===== src/rtl/apb_master_arbiter.sv =====
// Round-robin APB master: arbitrates NO_REQ command ports onto a single APB
// slave, runs the SETUP/ACCESS handshake with wait-state timeout, and returns
// the response to the winning requester.
module apb_master_arbiter #(
   parameter int unsigned DATA_WIDTH = 32,
   parameter int unsigned ADDR_WIDTH = 32,
   parameter int unsigned NO_REQ     = 2,
   parameter int unsigned TIMEOUT    = 16
) (
   input  logic                         PCLK,
   input  logic                         PRESET,
   input  logic [NO_REQ-1:0]            req_valid,
   input  logic [NO_REQ*ADDR_WIDTH-1:0] req_addr,
   input  logic [NO_REQ-1:0]            req_write,
   input  logic [NO_REQ*DATA_WIDTH-1:0] req_wdata,
   output logic [NO_REQ-1:0]            req_ready,
   output logic [NO_REQ-1:0]            rsp_valid,
   output logic [DATA_WIDTH-1:0]        rsp_rdata,
   output logic                         rsp_err,
   output logic [ADDR_WIDTH-1:0]        PADDR,
   output logic                         PWRITE,
   output logic [DATA_WIDTH-1:0]        PWDATA,
   output logic                         PSELx,
   output logic                         PENABLE,
   input  logic                         PREADY,
   input  logic [DATA_WIDTH-1:0]        PRDATA,
   input  logic                         PSLVERR
);

   localparam int unsigned IDX_W = (NO_REQ > 1) ? $clog2(NO_REQ) : 1;
   localparam int unsigned CNT_W = (TIMEOUT > 1) ? $clog2(TIMEOUT) : 1;
   localparam bit          TO_EN = (TIMEOUT != 0);
   localparam logic [CNT_W-1:0] TO_LAST = CNT_W'((TIMEOUT > 0) ? TIMEOUT - 1 : 0);

   typedef enum logic [1:0] {
      S_IDLE   = 2'd0,
      S_SETUP  = 2'd1,
      S_ACCESS = 2'd2
   } state_e;

   state_e                  state_q, state_d;
   logic [IDX_W-1:0]        last_grant_q, last_grant_d;
   logic [IDX_W-1:0]        grant_q, grant_d;
   logic [ADDR_WIDTH-1:0]   paddr_q, paddr_d;
   logic                    pwrite_q, pwrite_d;
   logic [DATA_WIDTH-1:0]   pwdata_q, pwdata_d;
   logic                    psel_q, psel_d;
   logic                    penable_q, penable_d;
   logic [CNT_W-1:0]        wait_cnt_q, wait_cnt_d;
   logic [NO_REQ-1:0]       rsp_valid_q, rsp_valid_d;
   logic [DATA_WIDTH-1:0]   rsp_rdata_q, rsp_rdata_d;
   logic                    rsp_err_q, rsp_err_d;

   logic                    win_found_c;
   logic [IDX_W-1:0]        win_idx_c;
   int unsigned             rr_idx;
   logic [ADDR_WIDTH-1:0]   sel_addr_c;
   logic                    sel_write_c;
   logic [DATA_WIDTH-1:0]   sel_wdata_c;
   logic                    timeout_hit_c;

   // Round-robin search: first valid requester at or after last_grant+1.
   always_comb begin
      win_found_c = 1'b0;
      win_idx_c   = '0;
      rr_idx      = 0;
      for (int k = 0; k < int'(NO_REQ); k++) begin
         rr_idx = (32'(last_grant_q) + 32'(k) + 32'd1) % NO_REQ;
         if (!win_found_c && req_valid[IDX_W'(rr_idx)]) begin
            win_found_c = 1'b1;
            win_idx_c   = IDX_W'(rr_idx);
         end
      end
   end

   // Select the winning requester's command fields from the flattened buses.
   always_comb begin
      sel_addr_c  = '0;
      sel_write_c = 1'b0;
      sel_wdata_c = '0;
      for (int i = 0; i < int'(NO_REQ); i++) begin
         if (win_idx_c == IDX_W'(i)) begin
            sel_addr_c  = req_addr[i*ADDR_WIDTH +: ADDR_WIDTH];
            sel_write_c = req_write[i];
            sel_wdata_c = req_wdata[i*DATA_WIDTH +: DATA_WIDTH];
         end
      end
   end

   assign timeout_hit_c = TO_EN && (wait_cnt_q == TO_LAST);

   // Transfer FSM: next state, command latch, response and APB strobes.
   always_comb begin
      state_d      = state_q;
      last_grant_d = last_grant_q;
      grant_d      = grant_q;
      paddr_d      = paddr_q;
      pwrite_d     = pwrite_q;
      pwdata_d     = pwdata_q;
      wait_cnt_d   = wait_cnt_q;
      rsp_valid_d  = '0;
      rsp_rdata_d  = rsp_rdata_q;
      rsp_err_d    = rsp_err_q;
      req_ready    = '0;

      unique case (state_q)
         S_IDLE: begin
            if (win_found_c) begin
               req_ready[win_idx_c] = 1'b1;
               last_grant_d         = win_idx_c;
               grant_d              = win_idx_c;
               paddr_d              = sel_addr_c;
               pwrite_d             = sel_write_c;
               pwdata_d             = sel_wdata_c;
               state_d              = S_SETUP;
            end
         end
         S_SETUP: begin
            wait_cnt_d = '0;
            state_d    = S_ACCESS;
         end
         S_ACCESS: begin
            if (PREADY) begin
               rsp_valid_d[grant_q] = 1'b1;
               rsp_rdata_d          = pwrite_q ? '0 : PRDATA;
               rsp_err_d            = PSLVERR;
               state_d              = S_IDLE;
            end else if (timeout_hit_c) begin
               rsp_valid_d[grant_q] = 1'b1;
               rsp_rdata_d          = '0;
               rsp_err_d            = 1'b1;
               state_d              = S_IDLE;
            end else begin
               wait_cnt_d = wait_cnt_q + CNT_W'(1);
            end
         end
         default: state_d = S_IDLE;
      endcase

      psel_d    = (state_d != S_IDLE);
      penable_d = (state_d == S_ACCESS);
   end

   // State and datapath registers; reset aborts any transfer in flight.
   always_ff @(posedge PCLK or posedge PRESET) begin
      if (PRESET) begin
         state_q      <= S_IDLE;
         last_grant_q <= IDX_W'(NO_REQ - 1);
         grant_q      <= '0;
         paddr_q      <= '0;
         pwrite_q     <= 1'b0;
         pwdata_q     <= '0;
         psel_q       <= 1'b0;
         penable_q    <= 1'b0;
         wait_cnt_q   <= '0;
         rsp_valid_q  <= '0;
         rsp_rdata_q  <= '0;
         rsp_err_q    <= 1'b0;
      end else begin
         state_q      <= state_d;
         last_grant_q <= last_grant_d;
         grant_q      <= grant_d;
         paddr_q      <= paddr_d;
         pwrite_q     <= pwrite_d;
         pwdata_q     <= pwdata_d;
         psel_q       <= psel_d;
         penable_q    <= penable_d;
         wait_cnt_q   <= wait_cnt_d;
         rsp_valid_q  <= rsp_valid_d;
         rsp_rdata_q  <= rsp_rdata_d;
         rsp_err_q    <= rsp_err_d;
      end
   end

   assign PADDR     = paddr_q;
   assign PWRITE    = pwrite_q;
   assign PWDATA    = pwdata_q;
   assign PSELx     = psel_q;
   assign PENABLE   = penable_q;
   assign rsp_valid = rsp_valid_q;
   assign rsp_rdata = rsp_rdata_q;
   assign rsp_err   = rsp_err_q;

endmodule


===== config.mk =====
export PLATFORM = sky130hd
export DESIGN_NAME = apb_master_arbiter
export DESIGN_NICKNAME = d
export VERILOG_FILES = /design/src/rtl/apb_master_arbiter.sv
export SDC_FILE = /design/constraint.sdc
export NUM_CORES = 1
export LEC_CHECK = 0
export CAP_MARGIN = 15
export CORE_MARGIN = 5
export CORE_UTILIZATION = 35
export CTS_BUF_LIST = sky130_fd_sc_hd__clkbuf_8 sky130_fd_sc_hd__clkbuf_16
export CTS_CLUSTER_SIZE = 28
export DETAILED_ROUTE_END_ITERATION = 16
export GPL_TIMING_DRIVEN = 0
export PLACE_DENSITY_LB_ADDON = 0.3
export SLEW_MARGIN = 20
export SYNTH_ARGS = -nofsm -noshare
export SYNTH_HDL_FRONTEND = slang
export SYNTH_SLANG_ARGS = --single-unit

===== constraint.sdc =====
create_clock -name PCLK -period 4.1 [get_ports PCLK]
set_input_delay 1.23 -clock PCLK [delete_from_list [all_inputs] [get_ports PCLK]]
set_output_delay 1.23 -clock PCLK [all_outputs]
set_load 0.05 [all_outputs]

==> flow_metrics.env <==
export IMPL_grt_overflow=0
export IMPL_fin_area_sq_um=8050
export IMPL_grt_pass1_vias=4624
export IMPL_syn_inst=381
export IMPL_cts_htree_levels=3
export IMPL_power_total_mw=6.84
export IMPL_gp_congestion=0.818
export IMPL_tns_ps=0
export IMPL_crit_type="in2out"
export IMPL_dieArea_sq_um=16000
export IMPL_hpwl_mm=12.2
export IMPL_grt_usage_pct=19.2
export IMPL_cap_viol_max_count=0
export IMPL_syn_nets=550
export IMPL_rows=42
export IMPL_grt_pass1_wl_mm=24.7
export IMPL_tightest_slew_ps=563
export IMPL_drt_total_wl_mm=15.5
export IMPL_place_area_sq_um=7750
export IMPL_power_leakage_nw=3.45
export IMPL_finalHoldViolCount=0
export IMPL_wl_met3_mm=1.29
export IMPL_required_ps=2870
export IMPL_clock_sinks=110
export IMPL_clockBufferDepth=2
export IMPL_drtIter0Drc=180
export IMPL_fin_crit_sh_pct=98.1
export IMPL_wl_per_cell_um=18.3
export IMPL_yosysWarnings=0
export IMPL_area_delta_synth_final_pct=69.1
export IMPL_final_max_slew_viol_count=0
export IMPL_cts_setup_buffers=0
export IMPL_worstRegToRegCells=5
export IMPL_max_freq_mhz=249
export IMPL_netlist_area_sq_um=4760
export IMPL_ys_ff_latch=110
export IMPL_io_buffers=271
export IMPL_dr_pass1_iters=4
export IMPL_fin_skew_ps=6.27
export IMPL_wl_met2_mm=7.75
export IMPL_layout_commonest_cell="clkdlybuf4s50_1"
export IMPL_peakVddDrop_v=0.000349
export IMPL_cts_tree="done"
export IMPL_slew_headroom_pct=62.3
export IMPL_die_w_um=127
export IMPL_diodes=0
export IMPL_io_pins=272
export IMPL_final_nets=835
export IMPL_drc=0
export IMPL_routed_top_layer="met4"
export IMPL_avgSynthCellArea_sq_um=12.5
export IMPL_hold_path_class="reg2reg"
export IMPL_routed_via_density=5.11
export IMPL_grt_max_degree=35
export IMPL_stdcell_count=847
export IMPL_fillCellCount=1094
export IMPL_antenna_found_initial=0
export IMPL_cp_data_arrival_time_ps=2790
export IMPL_hold_depth=1
export IMPL_coreArea_sq_um=13300
export IMPL_numPlacedInstances=831
export IMPL_drive_above_1_share_pct=7.75
export IMPL_ys_seq_area_share_pct=57.9
export IMPL_clock_latency_ps=360
export IMPL_status="completed"
export IMPL_setup_viol=0
export IMPL_die_h_um=127
export IMPL_final_cell_mix="269 x clkdlybuf4s50_1, 109 x dfrtp_1, 39 x o21ai_0, 34 x mux2i_1, 33 x a22o_1"
export IMPL_initial_utilization_pct=35.8
export IMPL_path_clk_slew_ps=70
export IMPL_cts_buffers=9
export IMPL_cp_start_kind="primary input"
export IMPL_hold_buffers=0
export IMPL_rsz0062_at_grt="no"
export IMPL_m1WireLength_mm=6.07
export IMPL_dr_total_vias=4325
export IMPL_root_buffer="clkbuf_16"
export IMPL_power_density_nw_per_um2=849
export IMPL_period_needed_ps=4020
export IMPL_yosysUniqueCellTypes=36
export IMPL_drtAntennaViolNets=0
export IMPL_crit_fanout=10
export IMPL_endpoint_kind="primary output"
==> logic make-up (layout without fill, tap and decap cells) <==
group	Yosys count	after routing	share of synthesized area, %
AO/OA/AOI/OAI	173	173	26.2
adder cells (fa/ha/maj)	1	1	0.263
buffers and inverters	42	332	5.47
flip-flops	110	110	57.9
multiplexers	35	35	7.39
AND/OR/NAND/NOR	20	20	2.84
==> stage by stage <==
stage | hold WS, ps | worst slack (ps) | util [%]
final | 431 | 79.0 | 60.5
after global routing | 439 | 0.501 | 60.5
after CTS | 429 | 30.2 | 60.5
after detailed placement | 416 | -581 | 58.3
after global placement | 413 | -570 | 57.9
after floorplan | 403 | 749 | -
==> registers in the layout (all words and copies together) (netlist names) <==
register	count
PADDR	32
PWDATA	32
rsp_rdata	32
wait_cnt_q	4
rsp_valid	2
state_q	2
PENABLE	1
PSELx	1
PWRITE	1
grant_q	1
last_grant_q	1
rsp_err	1
==> power breakdown <==
group,total (mW),internal (mW),leakage [nW],switching (mW)
combinational,4.15,1.56,1.94,2.58
clock,0.853,0.427,0.139,0.426
sequential,1.84,1.57,1.37,0.264
total,6.84,3.56,3.45,3.27
==> timing repair <==
| item | CTS | global route |
|---|---|---|
| hold endpoints to repair | 0 | 0 |
| endpoints found under the setup margin | 2 | 2 |
| gates resized for setup | 12 | 3 |
==> critical path, cell delays in order <==
cell and delay (ps):
clkdlybuf4s50_1 420, a21bo_1 190, buf_6 170, nor3b_4 300, clkbuf_4 260, buf_4 210
==> cell type report <==
class                      count  area (sq um)  area share, %
buffer                        35           239           2.97
sequential                   110          2750           34.2
clock buffer                   9           225           2.80
tap                          176           220           2.74
timing repair buffer         274          2770           34.4
inverter                       7          30.0          0.373
multi-input combinational    229          1750           21.7
clock inverter                 7          62.6          0.777
==> synthesized netlist by cell type (all sizes together) <==
| master | number | share of area (%) |
|---|---|---|
| buf | 25 | 4.1 |
| and2 | 1 | 0.13 |
| nor4 | 1 | 0.13 |
| a221o | 32 | 6.7 |
| nand3 | 1 | 0.11 |
| mux2 | 1 | 0.24 |
| and2b | 1 | 0.16 |
| nand2 | 2 | 0.16 |
| clkbuf | 10 | 0.79 |
| a31o | 1 | 0.18 |
| o22ai | 2 | 0.26 |
| inv | 7 | 0.55 |
| a31oi | 1 | 0.13 |
| nand4bb | 1 | 0.24 |
| or2b | 2 | 0.32 |
| a21bo | 1 | 0.21 |
| a21o | 1 | 0.16 |
| nor2 | 6 | 0.53 |
| dfstp | 1 | 0.55 |
| a22o | 33 | 6.1 |
| mux2i | 34 | 7.2 |
| nor3b | 3 | 0.82 |
| a21oi | 2 | 0.21 |
| o21a | 32 | 5.0 |
| or2 | 2 | 0.26 |
| ha | 1 | 0.26 |
| o21ai | 68 | 7.2 |
| dfrtp | 109 | 57 |
==> per-layer routing <==
metal  global-route usage [%]  up-vias
met5                        0        -
met4                     6.94        0
met3                     6.35       22
met2                     32.1      190
met1                     23.1     2099
li1                         -     2014
==> worst paths after layout <==
check	from	to	slack [ps]
worst max-delay path	req_valid[1]	req_ready[0]	80
worst min-delay path	grant_q$_DFFE_PP0P_	rsp_valid[0]$_DFF_PP0_	430
max in group asynchronous	PRESET	PWDATA[11]$_DFFE_PP0P_	2180
min in group asynchronous	PRESET	PADDR[9]$_DFFE_PP0P_	1200
worst max register to register	wait_cnt_q[0]$_DFFE_PP0P_	rsp_rdata[1]$_DFFE_PP0P_	2260
worst min register to register	grant_q$_DFFE_PP0P_	rsp_valid[0]$_DFF_PP0_	430
Power figures use the tool's default switching activity.
